File: config.mk
export PLATFORM = sky130hd
export DESIGN_NAME = sram6116_axil_slave
export DESIGN_NICKNAME = d
export VERILOG_FILES = /design/src/rtl/sram6116_pkg.sv /design/src/rtl/sram6116_byte_seq.sv /design/src/rtl/sram6116_axil_slave.sv
export SDC_FILE = /design/constraint.sdc
export NUM_CORES = 1
export LEC_CHECK = 0
export ABC_CLOCK_PERIOD_IN_PS = 2100
export BUFFER_PORTS_ARGS = -buffer_cell sky130_fd_sc_hd__buf_4
export CAP_MARGIN = 25
export CORE_ASPECT_RATIO = 0.7
export CORE_MARGIN = 1
export CORE_UTILIZATION = 38
export DETAILED_ROUTE_END_ITERATION = 16
export GPL_TIMING_DRIVEN = 0
export PLACE_DENSITY = 0.79
export SYNTH_ARGS = -nofsm -noshare
export SYNTH_HDL_FRONTEND = slang
export SYNTH_SLANG_ARGS = --single-unit
File: constraint.sdc
create_clock -name ACLK -period 2.1 [get_ports ACLK]
set_input_delay 0.315 -clock ACLK [delete_from_list [all_inputs] [get_ports ACLK]]
set_output_delay 0.315 -clock ACLK [all_outputs]
set_load 0.1 [all_outputs]
File: src/rtl/sram6116_pkg.sv
// Shared types and constants for the AXI4-Lite to 6116 (2Kx8) SRAM bridge.
package sram6116_pkg;

  localparam int unsigned SRAM_AW   = 11;
  localparam int unsigned NUM_LANES = 4;

  localparam logic [1:0] RESP_OKAY   = 2'b00;
  localparam logic [1:0] RESP_SLVERR = 2'b10;

  typedef enum logic [2:0] {
    IDLE,
    WR_SETUP,
    WR_STROBE,
    WR_HOLD,
    RD_STROBE,
    B_RESP,
    R_RESP
  } state_e;

  // Lowest enabled byte lane; callers guarantee strb is nonzero.
  function automatic logic [1:0] first_lane(logic [NUM_LANES-1:0] strb);
    logic [1:0] lane;
    lane = 2'd0;
    for (int i = NUM_LANES - 1; i >= 0; i--) begin
      if (strb[i]) lane = 2'(i);
    end
    return lane;
  endfunction

endpackage

File: src/rtl/sram6116_byte_seq.sv
// Per-byte strobe timer and SRAM control-pin decode for the 6116 bridge.
module sram6116_byte_seq
  import sram6116_pkg::*;
#(
  parameter int unsigned WaitStates = 2
) (
  input  logic   clk_i,
  input  logic   rst_ni,
  input  state_e state_i,
  output logic   strobe_done_o,
  output logic   ce_n_o,
  output logic   we_n_o,
  output logic   oe_n_o,
  output logic   dq_oe_o
);

  logic [3:0] cnt_q, cnt_d;
  logic       strobe;

  assign strobe        = (state_i == WR_STROBE) || (state_i == RD_STROBE);
  assign strobe_done_o = strobe && (cnt_q == 4'(WaitStates - 1));

  // Counter restarts after each completed strobe so back-to-back read lanes get full width.
  always_comb begin
    cnt_d = 4'd0;
    if (strobe && !strobe_done_o) cnt_d = cnt_q + 4'd1;
  end

  always_ff @(posedge clk_i) begin
    if (!rst_ni) cnt_q <= 4'd0;
    else         cnt_q <= cnt_d;
  end

  // Pins decode straight from state, so reset releases we_n at the same edge.
  assign dq_oe_o = (state_i == WR_SETUP) || (state_i == WR_STROBE) || (state_i == WR_HOLD);
  assign ce_n_o  = !(dq_oe_o || (state_i == RD_STROBE));
  assign we_n_o  = (state_i != WR_STROBE);
  assign oe_n_o  = (state_i != RD_STROBE);

endmodule

File: src/rtl/sram6116_axil_slave.sv
// AXI4-Lite slave exposing a 6116 2Kx8 SRAM as 512 32-bit words.
// Define SRAM6116_AXIL_SLVERR_EN to answer SLVERR for addresses above 2 KB.
module sram6116_axil_slave
  import sram6116_pkg::*;
#(
  parameter int unsigned WAIT_STATES        = 2,
  parameter int unsigned C_S_AXI_DATA_WIDTH = 32,
  parameter int unsigned C_S_AXI_ADDR_WIDTH = 32
) (
  input  logic                            ACLK,
  input  logic                            ARESETN,
  input  logic [C_S_AXI_ADDR_WIDTH-1:0]   AWADDR,
  input  logic [2:0]                      AWPROT,
  input  logic                            AWVALID,
  output logic                            AWREADY,
  input  logic [C_S_AXI_DATA_WIDTH-1:0]   WDATA,
  input  logic [C_S_AXI_DATA_WIDTH/8-1:0] WSTRB,
  input  logic                            WVALID,
  output logic                            WREADY,
  output logic [1:0]                      BRESP,
  output logic                            BVALID,
  input  logic                            BREADY,
  input  logic [C_S_AXI_ADDR_WIDTH-1:0]   ARADDR,
  input  logic [2:0]                      ARPROT,
  input  logic                            ARVALID,
  output logic                            ARREADY,
  output logic [C_S_AXI_DATA_WIDTH-1:0]   RDATA,
  output logic [1:0]                      RRESP,
  output logic                            RVALID,
  input  logic                            RREADY,
  output logic [SRAM_AW-1:0]              sram_addr,
  output logic [7:0]                      sram_dq_o,
  input  logic [7:0]                      sram_dq_i,
  output logic                            sram_dq_oe,
  output logic                            sram_ce_n,
  output logic                            sram_we_n,
  output logic                            sram_oe_n
);

  state_e                  state_q, state_d;
  logic [1:0]              lane_q, lane_d;
  logic [SRAM_AW-3:0]      addr_q, addr_d;
  logic [31:0]             wdata_q, wdata_d, rdata_q, rdata_d;
  logic [NUM_LANES-1:0]    wstrb_q, wstrb_d, strb_left;
  logic [1:0]              resp_q, resp_d;
  logic                    ar_accept, aw_accept, ar_err, aw_err, strobe_done;

`ifdef SRAM6116_AXIL_SLVERR_EN
  logic unused_in;
  assign ar_err    = |ARADDR[C_S_AXI_ADDR_WIDTH-1:SRAM_AW];
  assign aw_err    = |AWADDR[C_S_AXI_ADDR_WIDTH-1:SRAM_AW];
  assign unused_in = ^{AWPROT, ARPROT, AWADDR[1:0], ARADDR[1:0]};
`else
  logic unused_in;
  assign ar_err    = 1'b0;
  assign aw_err    = 1'b0;
  assign unused_in = ^{AWPROT, ARPROT, AWADDR[1:0], ARADDR[1:0],
                       AWADDR[C_S_AXI_ADDR_WIDTH-1:SRAM_AW], ARADDR[C_S_AXI_ADDR_WIDTH-1:SRAM_AW]};
`endif

  // Reads win in IDLE; a write needs AW and W together. Gated by reset so no handshake is lost.
  assign ar_accept = ARESETN && (state_q == IDLE) && ARVALID;
  assign aw_accept = ARESETN && (state_q == IDLE) && !ARVALID && AWVALID && WVALID;
  assign ARREADY   = ar_accept;
  assign AWREADY   = aw_accept;
  assign WREADY    = aw_accept;

  assign BVALID    = (state_q == B_RESP);
  assign RVALID    = (state_q == R_RESP);
  assign BRESP     = resp_q;
  assign RRESP     = resp_q;
  assign RDATA     = rdata_q;
  assign sram_addr = {addr_q, lane_q};
  assign sram_dq_o = wdata_q[8*lane_q +: 8];
  assign strb_left = wstrb_q & ~(4'b0001 << lane_q);

  always_comb begin
    state_d = state_q;
    lane_d  = lane_q;
    addr_d  = addr_q;
    wdata_d = wdata_q;
    wstrb_d = wstrb_q;
    rdata_d = rdata_q;
    resp_d  = resp_q;
    unique case (state_q)
      IDLE: begin
        if (ar_accept) begin
          addr_d  = ARADDR[SRAM_AW-1:2];
          lane_d  = 2'd0;
          rdata_d = 32'd0;
          resp_d  = ar_err ? RESP_SLVERR : RESP_OKAY;
          state_d = ar_err ? R_RESP : RD_STROBE;
        end else if (aw_accept) begin
          addr_d  = AWADDR[SRAM_AW-1:2];
          wdata_d = WDATA;
          wstrb_d = WSTRB;
          lane_d  = first_lane(WSTRB);
          resp_d  = aw_err ? RESP_SLVERR : RESP_OKAY;
          state_d = (aw_err || WSTRB == '0) ? B_RESP : WR_SETUP;
        end
      end
      WR_SETUP:  state_d = WR_STROBE;
      WR_STROBE: if (strobe_done) state_d = WR_HOLD;
      WR_HOLD: begin
        wstrb_d = strb_left;
        if (strb_left == '0) begin
          state_d = B_RESP;
        end else begin
          lane_d  = first_lane(strb_left);
          state_d = WR_SETUP;
        end
      end
      RD_STROBE: begin
        if (strobe_done) begin
          rdata_d[8*lane_q +: 8] = sram_dq_i;
          if (lane_q == 2'(NUM_LANES - 1)) state_d = R_RESP;
          else                             lane_d  = lane_q + 2'd1;
        end
      end
      B_RESP:  if (BREADY) state_d = IDLE;
      R_RESP:  if (RREADY) state_d = IDLE;
      default: state_d = IDLE;
    endcase
  end

  always_ff @(posedge ACLK) begin
    if (!ARESETN) begin
      state_q <= IDLE;
      lane_q  <= 2'd0;
      addr_q  <= '0;
      wdata_q <= 32'd0;
      wstrb_q <= '0;
      rdata_q <= 32'd0;
      resp_q  <= RESP_OKAY;
    end else begin
      state_q <= state_d;
      lane_q  <= lane_d;
      addr_q  <= addr_d;
      wdata_q <= wdata_d;
      wstrb_q <= wstrb_d;
      rdata_q <= rdata_d;
      resp_q  <= resp_d;
    end
  end

  sram6116_byte_seq #(
    .WaitStates(WAIT_STATES)
  ) u_byte_seq (
    .clk_i        (ACLK),
    .rst_ni       (ARESETN),
    .state_i      (state_q),
    .strobe_done_o(strobe_done),
    .ce_n_o       (sram_ce_n),
    .we_n_o       (sram_we_n),
    .oe_n_o       (sram_oe_n),
    .dq_oe_o      (sram_dq_oe)
  );

endmodule

-- Word level (Yosys, flattened, before mapping)
Index checks and enable logic that the tools add are counted.
- bits of input ports: 121
- output and inout bits: 64
- bits in registers: 88
- bitwise gates (word level): 3
- $add $sub $neg: 3
- reductions and logical operators: 28
- equal/unequal tests: 21
- shift-type cells: 4
- mux-type cells: 35
- operator list (kind ; count):
    2-to-1 mux 32 bit ; 2
    case mux 32 bit (2 select lines) ; 1
    negation 5 -> 34 bit ; 1
    variable shift 8 x 34 -> 32 bit (first input constant) ; 1
    variable part select 8 x 34 -> 32 bit ; 1
    bitwise mux 32 bit ; 1
    variable part select 32 x 6 -> 8 bit ; 1
    2-to-1 mux 2 bit ; 15
    2-to-1 mux 3 bit ; 9
    case mux 3 bit (7 select lines) ; 1
    2-to-1 mux 9 bit ; 2
    inequality test 2 bit (second input constant) ; 6
    == test 3 bit (second input constant) ; 3
    AND reduction 3 bit ; 3
    logical NOT 4 bit ; 2
    2-to-1 mux 4 bit ; 2
    inequality test 2 x 1 -> 1 bit (second input constant) ; 4
    case mux 4 bit (2 select lines) ; 1
    logical AND 1 bit ; 7
    == test 3 x 2 -> 1 bit (second input constant) ; 2
    inequality test 3 bit (second input constant) ; 2
    case mux 2 bit (3 select lines) ; 1
    AND reduction 6 bit ; 1
    nonzero test 2 bit ; 3
    16 further kinds ; 22

-- Depth between registers and ports, before layout
Gate-level depths: netlist of the first run.
- depth in word-level cells: 9
- mapped depth: 8
- gate-level depth less buffers: 7

-- By module
Synthesis of the first run repeated with hierarchy kept, for this count alone.
- cell total of the unflattened synthesis: 428
- area, all modules: 3823.7 um^2
- by module, submodules not included (module ; area an instance (um^2) ; cells an instance ; instances):
    sram6116_axil_slave ; 3599.7 ; 404 ; 1
    sram6116_byte_seq ; 224.0 ; 24 ; 1

-- Worst setup path before layout of the first run
No wires, ideal clock.
- kind: reg2out
- from: register lane_q[0]
- to: output port sram_dq_o[0]
- required time: 1785 ps
- path buffers: 1
- stages on the path, launching flop included: 3
- arrival: 2454 ps
- slack: -669 ps
- cells stage by stage: dfxtp_1 > buf_1 > mux4_2
- cells in the longest elaborated chain, start to end: 1
- ends and longest elaborated chain (item ; line ; text):
    start: declaration ; sram6116_axil_slave.sv:41 ; logic [1:0] lane_q, lane_d;
    start signal: assignment ; sram6116_axil_slave.sv:137 ; lane_q <= lane_d;
    variable part select 32 x 6 -> 8 bit ; sram6116_axil_slave.sv:74 ; assign sram_dq_o = wdata_q[8*lane_q +: 8];
    end: declaration ; sram6116_axil_slave.sv:32 ; output logic [7:0] sram_dq_o,
Every way passes these cells.

-- Worst setup path in the final report of the first run
- from: register state_q[0]
- to: output port WREADY
- cells in the longest elaborated chain, start to end: 5
- ends and longest elaborated chain (item ; line ; text):
    start: declaration ; sram6116_axil_slave.sv:40 ; state_e state_q, state_d;
    start signal: assignment ; sram6116_axil_slave.sv:136 ; state_q <= state_d;
    logical NOT 3 bit ; sram6116_axil_slave.sv:63 ; assign aw_accept = ARESETN && (state_q == IDLE) && !ARVALID && AWVALID && WVALID;
    logical AND 1 bit (4 in series) ; sram6116_axil_slave.sv:63 ;
    end: declaration ; sram6116_axil_slave.sv:19 ; output logic WREADY,
Every way passes these cells.

==> parameters.txt, run 1 <==
Parameter                              Value

Status
  Run status    complete, but fails checks
  Failing checks    setup timing

Drt
  Number of vias after detailed routing    3842
  Violation count after the first detailed-routing iteration    318
  Average detailed-routed wire length per instance    15.99 um
  Number of vias per cell after detailed routing    5.404
  Number of design rule violations left after detail routing    0
  Antenna violation net count after detailed routing    0
  First-pass iteration count of the detailed router    5
  Routed wire length    11.37 mm

STA
  Pins over their slew limit    0
  Final hold viol count    0
  Final setup fails    2
  Maximum achievable frequency    460.5 MHz
  RSZ-0062 raised after global routing    yes
  Clock period minus final worst setup slack    2.172 ns
  Final setup margin    -0.07164 ns
  Final critical-path share of the clock period    103.4%
  Worst slew pin tran    0.6619 ns
  Maximum clock skew at final layout    0.006973 ns
  Worst Hold Slack    0.1714 ns
  Normalized max-slew margin    55.79%

GRT
  Vias in the first global route    3604
  Global routing usage summed across all routing layers    22.60%
  Remaining Overflow, GRT    0
  Global-route wire length before repair    18.06 mm
  Number of antenna violations at the first check in global routing    0
  Largest net degree at the start of global routing    14

CTS
  Number of H-tree levels    3
  Clock slew at reported path FFs    0.06 ns
  Clock Tree Buf Depth    2
  Hold bufs inserted after CTS    0
  TritonCTS clock tree    done
  TritonCTS Sinks    86
  Worst-skew pair later-pin latency    0.34 ns
  CTS Buf Count    9
  Clock root buffer    sky130_fd_sc_hd__clkbuf_16

Min path
  Hold Path Stages    3
  Min-Delay Endpoint    wdata_q[3]
  Hold path start    WDATA[3]
  Class of the tightest hold or removal check    in2reg

Die
  Y dimension of the die    85.11 um
  Area of the core    9325 um^2
  I/O pins    185
  Floorplan die area    10280 um^2
  Die extent in x    120.7 um
  Number of standard-cell rows in the floorplan    29
  Starting density of the core    40.21%

Logic synthesis
  Number of enable-type register cells in the synthesized netlist    0
  Sequential element share of the synthesized area    45.91%
  Ys async rst share    0%
  Synthesized instance count    433
  Yosys cell types    54
  Flop and latch count out of synthesis    86
  Post-synthesis instance area    3750 um^2
  Synth area leaders    sky130_fd_sc_hd__dfxtp_1 46%, sky130_fd_sc_hd__nand2_1 8.8%, sky130_fd_sc_hd__o21ai_0 5.1%
  Avg Cell Area, Syn    8.660 um^2
  Cell taking the most area after synthesis    sky130_fd_sc_hd__dfxtp_1
  Leading register cell type out of synthesis    sky130_fd_sc_hd__dfxtp_1
  Top-area cell type share of the netlist area    45.91%
  Yosys synthesis warning count    0

Final layout
  Commonest non-fill, non-tap cell in the layout    sky130_fd_sc_hd__buf_4
  Commonest cells after routing, fill and taps aside    139 x sky130_fd_sc_hd__buf_4, 87 x sky130_fd_sc_hd__nand2_1, 83 x sky130_fd_sc_hd__dfxtp_1, 38 x sky130_fd_sc_hd__o21ai_0, 33 x sky130_fd_sc_hd__nor2_1
  Synth-to-layout area growth    47.08%
  Count of antenna diodes in the layout    0
  Number of nets in the layout    710
  Area of all placed cells without fillers    5515 um^2
  Share of final-layout standard cells stronger than drive strength 1    35.43%
  Core occupancy in the finished layout    59.14%

Setup path
  Worst reg2reg path startpoint    state_q[0]
  Capturing element type of the critical path    primary output
  Count of cells along the worst register-to-register path    8
  Setup slack of the worst register-to-register path    0.05 ns
  Critical setup path kind    reg2out
  Crit start category    flip-flop
  Data arrival time at the worst-slack endpoint    1.86 ns
  Required time of the critical path    1.78 ns
  Destination of the worst register-to-register timing path    addr_q[5]
  Worst-path maximum fanout    4

Placement
  Final weighted congestion in routability-driven placement    0.8395
  Total cell area at the placement stage    4941 um^2
  DP HPWL    8.412 mm
  Worst-case setup slack after placement    -0.2882 ns
  Input/output buffers    128

Job
  Number of max-cap violations    0

Pwr
  Maximum vdd drop    0.0006527 V
  Leakage power figure    0.002230 uW
  Power density normalized to cell area    1170 nW/um^2
-- sequential cells by signal (all words and copies together), names as in the netlist --
| signal | count |
|---|---|
| state_q | 3 |
| RDATA | 32 |
| wstrb_q | 4 |
| wdata_q | 32 |
| addr_q | 9 |
| lane_q | 2 |
| u_byte_seq.cnt_q | 4 |
-- layer usage --
metal  track usage [%]  vias to the layer above  part of all wire (%)
met5                 0                        -                     0
met4             6.285                        0                   1.3
met3             7.258                       13                    10
met2             35.37                      190                    46
met1             29.99                     1808                    42
li1                  -                     1831                     -
-- synth_stat cells (2+ instances only) --
cell and instances:
sky130_fd_sc_hd__mux4_2 8, sky130_fd_sc_hd__a211oi_1 12, sky130_fd_sc_hd__nor2_1 34, sky130_fd_sc_hd__ha_1 6
sky130_fd_sc_hd__or3_1 2, sky130_fd_sc_hd__inv_1 9, sky130_fd_sc_hd__mux2i_1 10, sky130_fd_sc_hd__buf_2 5
sky130_fd_sc_hd__a21oi_1 30, sky130_fd_sc_hd__o32ai_1 2, sky130_fd_sc_hd__xor2_1 2, sky130_fd_sc_hd__nor2b_1 3
sky130_fd_sc_hd__and3_1 3, sky130_fd_sc_hd__a311oi_1 2, sky130_fd_sc_hd__o21ai_0 38, sky130_fd_sc_hd__a22o_1 8
sky130_fd_sc_hd__buf_4 6, sky130_fd_sc_hd__a31oi_1 2, sky130_fd_sc_hd__dfxtp_1 86, sky130_fd_sc_hd__xnor2_1 2
sky130_fd_sc_hd__clkbuf_1 17, sky130_fd_sc_hd__buf_1 2, sky130_fd_sc_hd__nand3_1 20, sky130_fd_sc_hd__a22oi_1 7
sky130_fd_sc_hd__nand2_1 88
-- metrics by stage --
stage	std cells	power, uW	setup TNS (ns)
2_1_floorplan	436	3906	0
3_3_place_gp	688	4481	-3.775
3_5_place_dp	688	4516	-5.319
4_1_cts	703	6351	-0.1591
5_1_grt	711	6726	-0.4053
6_report	711	6455	-0.1165
-- power by group --
part           internal (uW)  leakage, uW  switching (uW)
Sequential              1790     0.000699             141
Combinational            840      0.00137            1970
Clock                   1100     0.000161             625
-- final cells by class --
cell class,count,area (um^2)
clock buffers,11,252.7
plain buffers,27,177.7
multi-input cells,309,1964
well taps,124,155.1
flip-flops and latches,86,1733
repair buffers,140,1121
inverters,10,41.29
fillers,779,3810
clock inverters,4,70.07
-- cells by family after synthesis --
family,count (synthesis),share of synthesized area [%]
buffers and inverters,41,5.071
AOI/OAI and AO/OA,113,18.75
DFF,86,45.91
muxes,18,7.474
other,1,0.1000
adders and majority gates,6,2.002
xor gates and xnor gates,4,0.9344
and+or+nand+nor,164,19.75
-- worst max-delay path by stage --
stage                     cells after the start         to  startpoint
after floorplan                               7  RDATA[24]  state_q[2]
after global placement                        6     WREADY  state_q[0]
after detailed placement                      6     WREADY  state_q[0]
after CTS                                     5     WREADY  state_q[0]
after global routing                          5     WREADY  state_q[0]
final                                         5     WREADY  state_q[0]
-- repair_timing --
item,in CTS,in global routing
resized for setup,20,31
pin swaps,2,8
buffers inserted,4,7
setup endpoints to repair,58,62
gates cloned,0,1
-- worst max-delay path, stage by stage, from the launching register on --
cell	delay [ns]
sky130_fd_sc_hd__dfxtp_4	0.34
sky130_fd_sc_hd__or4b_4	0.53
sky130_fd_sc_hd__nor3_4	0.25
sky130_fd_sc_hd__buf_6	0.15
sky130_fd_sc_hd__buf_12	0.09
sky130_fd_sc_hd__buf_12	0.16
No activity file was read; power rests on OpenSTA's default activity.
==> run 2: changes to the inputs <==
--- a/config.mk
+++ b/config.mk
@@ -5,6 +5,7 @@
 export SDC_FILE = /design/constraint.sdc
 export NUM_CORES = 1
 export LEC_CHECK = 0
+export ABC_AREA = 1
 export ABC_CLOCK_PERIOD_IN_PS = 2100
 export BUFFER_PORTS_ARGS = -buffer_cell sky130_fd_sc_hd__buf_4
 export CAP_MARGIN = 25
@@ -13,7 +14,7 @@
 export CORE_UTILIZATION = 38
 export DETAILED_ROUTE_END_ITERATION = 16
 export GPL_TIMING_DRIVEN = 0
-export PLACE_DENSITY = 0.79
+export PLACE_DENSITY = 0.76
 export SYNTH_ARGS = -nofsm -noshare
 export SYNTH_HDL_FRONTEND = slang
 export SYNTH_SLANG_ARGS = --single-unit
==> run 2 against run 1 <==
Synthesized area up 17%. Core utilization shrank 4.4 points. Sequential cell count stayed put. Highest routed layer unchanged. Sequential share of layout area decreased by 3.1 points. Synthesized cell count rose by 52%. Fmax grew 7.4%. Global-route usage fell by 0.84 points. The run now ends clean. Clock skew hardly changed. Largest cell class unchanged. Via count grew 19%. Critical path depth rose by 4. Setup slack improved by 0.15 ns. Final cell count grew 35%.
==> parameters.txt, run 2 <==
Parameter                              Value

Status
  Run status    finished, final reports clean

CTS
  TritonCTS Sinks    86
  Clock slew at reported path FFs    0.06 ns
  Number of H-tree levels    3
  Clock Tree Buf Depth    2
  Clock root buffer    sky130_fd_sc_hd__clkbuf_16
  TritonCTS clock tree    done
  Hold bufs inserted after CTS    0
  Worst-skew pair later-pin latency    0.34 ns
  CTS Buf Count    9

Pwr
  Power density normalized to cell area    1516 nW/um^2
  Maximum vdd drop    0.001049 V
  Leakage power figure    0.002866 uW
  Final Total Pwr    9243 uW

Setup path
  Critical setup path kind    reg2out
  CP Cell Sequence    buf_6, inv_4, nand2_4, nor2_8, nand2_2, nor2_2, buf_6, buf_4, buf_12
  Crit start category    flip-flop
  Required time of the critical path    1.78 ns
  Worst-path maximum fanout    8
  Top delay family on crit path    buffers and inverters
  Critical Path Most Common Cell    sky130_fd_sc_hd__buf_6
  Capturing element type of the critical path    primary output
  Slowest CP cell    sky130_fd_sc_hd__dfxtp_1
  Data arrival time at the worst-slack endpoint    1.71 ns
  Worst stage delay on the critical path    0.31 ns
  Count of buffer and inverter cells on the critical path    5

Placement
  Final weighted congestion in routability-driven placement    0.9430
  DP Cell Count    943
  DP HPWL    9.462 mm
  Input/output buffers    128

STA
  Normalized max-slew margin    59.99%
  Worst Hold Slack    0.1749 ns
  Final setup fails    0
  Maximum clock skew at final layout    0.006673 ns
  Worst slew pin tran    0.5939 ns
  Pins over their slew limit    0
  Final critical-path share of the clock period    96.27%
  Final hold viol count    0
  RSZ-0062 raised after global routing    yes
  Clock period minus final worst setup slack    2.022 ns
  Maximum achievable frequency    494.6 MHz

Die
  Y dimension of the die    91.83 um
  Area of the core    11130 um^2
  Floorplan die area    11970 um^2
  Number of standard-cell rows in the floorplan    32
  I/O pins    185
  Starting density of the core    39.35%
  Die extent in x    130.3 um

Logic synthesis
  Simple-Gate Fraction of Synth Area    33.45%
  Flop and latch count out of synthesis    86
  Synth area leaders    sky130_fd_sc_hd__dfxtp_1 39%, sky130_fd_sc_hd__nand2_1 15%, sky130_fd_sc_hd__nor2_1 9.5%
  Cell taking the most area after synthesis    sky130_fd_sc_hd__dfxtp_1
  Post-synthesis instance area    4380 um^2
  Number of enable-type register cells in the synthesized netlist    0
  Ys async rst share    0%
  Most common cell in the netlist    sky130_fd_sc_hd__nand2_1
  Top-area cell type share of the netlist area    39.30%
  Synth Area in Compound Gates    13.22%
  Synthesized-area fraction occupied by adder cells    1.714%
  Yosys synthesis warning count    0
  Sequential element share of the synthesized area    39.30%
  Share of cell area taken by muxes after synthesis    0%
  Synthesized instance count    659
  Avg Cell Area, Syn    6.647 um^2
  Yosys cell types    34
  Largest family of logic cells by synthesized area    simple AND/OR/NAND/NOR gates
  Xor and xnor area share after synthesis    0.3999%
  Most numerous cell types in the synthesized netlist    172 x sky130_fd_sc_hd__nand2_1, 111 x sky130_fd_sc_hd__nor2_1, 86 x sky130_fd_sc_hd__dfxtp_1, 71 x sky130_fd_sc_hd__inv_1, 62 x sky130_fd_sc_hd__o21ai_0
  Leading register cell type out of synthesis    sky130_fd_sc_hd__dfxtp_1

Final layout
  Commonest cells after routing, fill and taps aside    169 x sky130_fd_sc_hd__nand2_1, 139 x sky130_fd_sc_hd__buf_4, 106 x sky130_fd_sc_hd__nor2_1, 84 x sky130_fd_sc_hd__dfxtp_1, 70 x sky130_fd_sc_hd__inv_1
  Number of cells in the finished layout apart from fillers    960
  Commonest non-fill, non-tap cell in the layout    sky130_fd_sc_hd__nand2_1
  Number of nets in the layout    929
  Synth-to-layout area growth    39.16%
  Count of antenna diodes in the layout    0
  Share of final-layout standard cells stronger than drive strength 1    26.39%

Drt
  Routed wire length    12.45 mm
  Average detailed-routed wire length per instance    12.97 um
  Antenna violation net count after detailed routing    0
  First-pass iteration count of the detailed router    5
  Number of vias per cell after detailed routing    4.754
  Violation count after the first detailed-routing iteration    336
  Number of vias after detailed routing    4564
  Number of design rule violations left after detail routing    0

GRT
  Vias in the first global route    4263
  Remaining Overflow, GRT    0
  Global routing usage summed across all routing layers    21.75%
  Global-route wire length before repair    20.62 mm
  Number of antenna violations at the first check in global routing    0
  Largest net degree at the start of global routing    16

Min path
  Class of the tightest hold or removal check    in2reg

Job
  Number of max-cap violations    0
[run 2: cell count changes after synthesis, moves of 10 or more]
| cell | delta |
|---|---|
| sky130_fd_sc_hd__nand2_1 | +84 |
| sky130_fd_sc_hd__a211oi_1 | -12 |
| sky130_fd_sc_hd__nor2_1 | +77 |
| sky130_fd_sc_hd__mux2i_1 | -10 |
| sky130_fd_sc_hd__inv_1 | +62 |
| sky130_fd_sc_hd__nor3_1 | +12 |
| sky130_fd_sc_hd__o21ai_0 | +24 |
[run 2: cell type report]
class,instances,area [um^2]
plain buffers,34,229.0
inverters,78,302.8
clock buffers,10,250.2
fillers,1146,5035
repair buffers,132,1027
multi-input cells,461,2325
clock inverters,6,41.29
flip-flops and latches,86,1729
well taps,153,191.4
[run 2: logic make-up (layout without fill, tap and decap cells)]
family	count (synthesis)	count (layout)
compound gates	108	108
xor+xnor	2	2
fa+ha+maj	6	6
buf+inv	115	260
flops	86	86
other cells	1	4
simple gates	341	341
[run 2: metrics by stage]
| step | util [%] | setup WS, ns | instance area [um^2] | TNS [ns] |
|---|---|---|---|---|
| after floorplan | - | 0.03171 | 4539 | 0 |
| after global placement | 51.14 | -0.1938 | 5692 | -1.115 |
| after detailed placement | 51.14 | -0.2104 | 5692 | -1.543 |
| after CTS | 54.18 | 0.002342 | 6031 | 0 |
| after global routing | 54.77 | -0.004494 | 6096 | -0.004494 |
| final | 54.77 | 0.07835 | 6096 | 0 |
[run 2: metal layers]
metal  vias to the layer above  routed length [um]  global-route usage (%)
met5                         -                   0                       0
li1                       2357                   -                       -
met1                      2030                6355                   31.96
met4                         0                  50                   3.198
met3                         7                1047                   5.718
met2                       170                4997                   31.96
[run 2: path summary, 6_finish.rpt]
check / start / endpoint / slack, ns / cells past startpoint
min reg2reg: RDATA[12] / RDATA[12] / 0.47 / 2
min: WDATA[22] / wdata_q[22] / 0.17 / 3
max reg2reg: lane_q[0] / RDATA[7] / 0.14 / 9
max: state_q[1] / WREADY / 0.08 / 9
[run 2: what timing repair did]
action                                  in CTS  in global routing
cloned                                       0                  0
buffers inserted                             1                  3
pin swaps                                    0                  1
gates resized for setup                     16                 14
endpoints found under the setup margin      31                 37
hold endpoints to repair                     0                  0
[run 2: worst reg2reg max path: cells and delay by family (launching register included)]
kind | cells | cell delay [ns]
buffers and inverters | 4 | 0.80
flip-flops | 1 | 0.42
AND/OR/NAND/NOR | 3 | 0.38
adder cells (fa/ha/maj) | 1 | 0.20
AO/OA/AOI/OAI | 1 | 0.10
[run 2: report_power, final]
group,switching [uW],internal (uW),leakage (uW)
clock,652,877,0.000148
sequential,218,1960,0.000702
combinational,4150,1380,0.00202
==> run 3: changes to the inputs <==
--- a/config.mk
+++ b/config.mk
@@ -15,6 +15,7 @@
 export DETAILED_ROUTE_END_ITERATION = 16
 export GPL_TIMING_DRIVEN = 0
 export PLACE_DENSITY = 0.76
+export REMOVE_ABC_BUFFERS = 1
 export SYNTH_ARGS = -nofsm -noshare
 export SYNTH_HDL_FRONTEND = slang
 export SYNTH_SLANG_ARGS = --single-unit
==> run 3 against run 2 <==
First-iteration DRC count grew 35%. Count of clock-buffer cells in the layout is 1 lower. Sequential power grew 3%. Critical path depth decreased by 3. Core utilization shrank 2.2 points. Design area down 4.0%. Clock skew down 0.0011 ns. Non-clock buffer count decreased by 33. Die area did not move. Clock power rose by 12%. Fmax increased by 1.1%. Via count shrank 3.5%. Highest routed layer unchanged.
==> parameters.txt, run 3 (synthesis results as in run 2) <==
Parameter                              Value

Status
  Run status    finished, final reports clean

GRT
  Largest net degree at the start of global routing    68
  Global-route wire length before repair    18.66 mm
  Number of antenna violations at the first check in global routing    0
  Vias in the first global route    3770
  Remaining Overflow, GRT    0
  Global routing usage summed across all routing layers    19.93%

Setup path
  Capturing element type of the critical path    primary output
  Top delay family on crit path    simple AND/OR/NAND/NOR gates
  Required time of the critical path    1.78 ns
  Data arrival time at the worst-slack endpoint    1.69 ns
  Slowest CP cell    sky130_fd_sc_hd__dfxtp_2
  CP Cell Sequence    inv_4, nand2_4, nor2_8, nand3_4, inv_1, buf_6
  Worst-path maximum fanout    24
  Crit start category    flip-flop
  Worst stage delay on the critical path    0.38 ns
  Critical setup path kind    reg2out
  Count of buffer and inverter cells on the critical path    3

STA
  Setup_tns    0 ns
  Clock period minus final worst setup slack    2.000 ns
  Final setup fails    0
  Final hold viol count    0
  Worst slew pin tran    0.5566 ns
  Pins over their slew limit    0
  Maximum achievable frequency    499.9 MHz
  Maximum clock skew at final layout    0.005606 ns
  Final critical-path share of the clock period    95.26%
  Normalized max-slew margin    62.89%

Pwr
  Leakage power figure    0.002729 uW
  Sequential group share of total power    24.9%
  Maximum vdd drop    0.001406 V
  Power density normalized to cell area    1538 nW/um^2
  Net Sw Frac    53.94%
  Cell-internal power    4145 uW
  Final Total Pwr    9000 uW
  Combinational share of power    55.9%
  Part of the power in the clock network    19.1%
  Switching power total    4855 uW

Min path
  Class of the tightest hold or removal check    in2reg

Drt
  Number of vias after detailed routing    4404
  Average detailed-routed wire length per instance    12.31 um
  Number of design rule violations left after detail routing    0
  Number of vias per cell after detailed routing    4.741
  Routed wire length    11.43 mm
  Antenna violation net count after detailed routing    0
  First-pass iteration count of the detailed router    5
  Violation count after the first detailed-routing iteration    452

Final layout
  Commonest non-fill, non-tap cell in the layout    sky130_fd_sc_hd__nand2_1
  Share of final-layout standard cells stronger than drive strength 1    23.71%
  Commonest cells after routing, fill and taps aside    168 x sky130_fd_sc_hd__nand2_1, 126 x sky130_fd_sc_hd__buf_4, 108 x sky130_fd_sc_hd__nor2_1, 81 x sky130_fd_sc_hd__dfxtp_1, 70 x sky130_fd_sc_hd__inv_1
  Number of cells in the finished layout apart from fillers    929
  Number of nets in the layout    898
  Synth-to-layout area growth    33.59%
  Area of all placed cells without fillers    5852 um^2
  Count of antenna diodes in the layout    0

CTS
  Clock Tree Buf Depth    2
  Number of H-tree levels    3
  CTS Buf Count    9
  Clock root buffer    sky130_fd_sc_hd__clkbuf_16
  TritonCTS clock tree    done
  Worst-skew pair later-pin latency    0.34 ns
  TritonCTS Sinks    86
  Clock slew at reported path FFs    0.06 ns

Job
  Number of max-cap violations    0

Placement
  DP Cell Count    907
  Total cell area at the placement stage    5359 um^2
  Input/output buffers    128
  Final weighted congestion in routability-driven placement    0.9285
  DP HPWL    7.589 mm

Die
  Number of standard-cell rows in the floorplan    32
  Starting density of the core    39.35%
  Y dimension of the die    91.83 um
  Area of the core    11130 um^2
  Floorplan die area    11970 um^2
  I/O pins    185
  Die extent in x    130.3 um
==> run 3: cell type report <==
class,instances,area [um^2]
clock buffers,9,225.2
flip-flops and latches,86,1730
clock inverters,7,97.59
inverters,78,309.0
well taps,153,191.4
fillers,1146,5279
multi-input cells,462,2213
repair inverters,1,5.005
repair buffers,133,1080
==> run 3: metrics by stage <==
| step | utilization [%] | setup slack, ns | hold WS [ns] |
|---|---|---|---|
| finish | 52.57 | 0.09954 | 0.1699 |
| global route | 52.57 | -0.01974 | 0.1750 |
| CTS | 52.06 | 0.007051 | 0.1596 |
| detailed placement | 48.15 | -1.090 | 0.4559 |
| global placement | 47.83 | -2.409 | 0.4509 |
| floorplan | - | -3.264 | 0.4277 |
==> run 3: metal layers <==
metal	wire [um]	GRT usage (%)	up-vias
li1	-	-	2306
met1	5572	28.99	1921
met2	4686	28.28	167
met3	1060	5.601	10
met4	113	5.426	0
met5	0	0	-
==> run 3: worst paths after layout <==
kind,startpoint,endpoint,slack [ns],cells after the start
setup / recovery,state_q[1],ARREADY,0.1,6
hold / removal,WDATA[12],wdata_q[12],0.17,3
setup reg to reg,lane_q[0],RDATA[17],0.19,8
hold reg to reg,addr_q[0],addr_q[0],0.46,2
==> run 3: power groups by stage <==
stage,clock network (uW),logic [uW],registers [uW]
2_1_floorplan,0,2380,3730
3_3_place_gp,0,4840,2270
3_5_place_dp,0,4860,2270
4_1_cts,1760,4930,2250
5_1_grt,1830,5420,2280
6_report,1720,5030,2240
==> run 3: what timing repair did <==
action / in CTS / in global routing
gates resized for setup: 19 / 13
hold buffers: 0 / 0
cloned: 3 / 0
endpoints found under the setup margin: 51 / 39
buffers inserted: 2 / 1
pin swaps: 1 / 1
==> run 3: worst min-delay path, stage by stage <==
cell and delay (ns):
sky130_fd_sc_hd__buf_4 0.07, sky130_fd_sc_hd__nand2_1 0.04, sky130_fd_sc_hd__o21ai_0 0.05
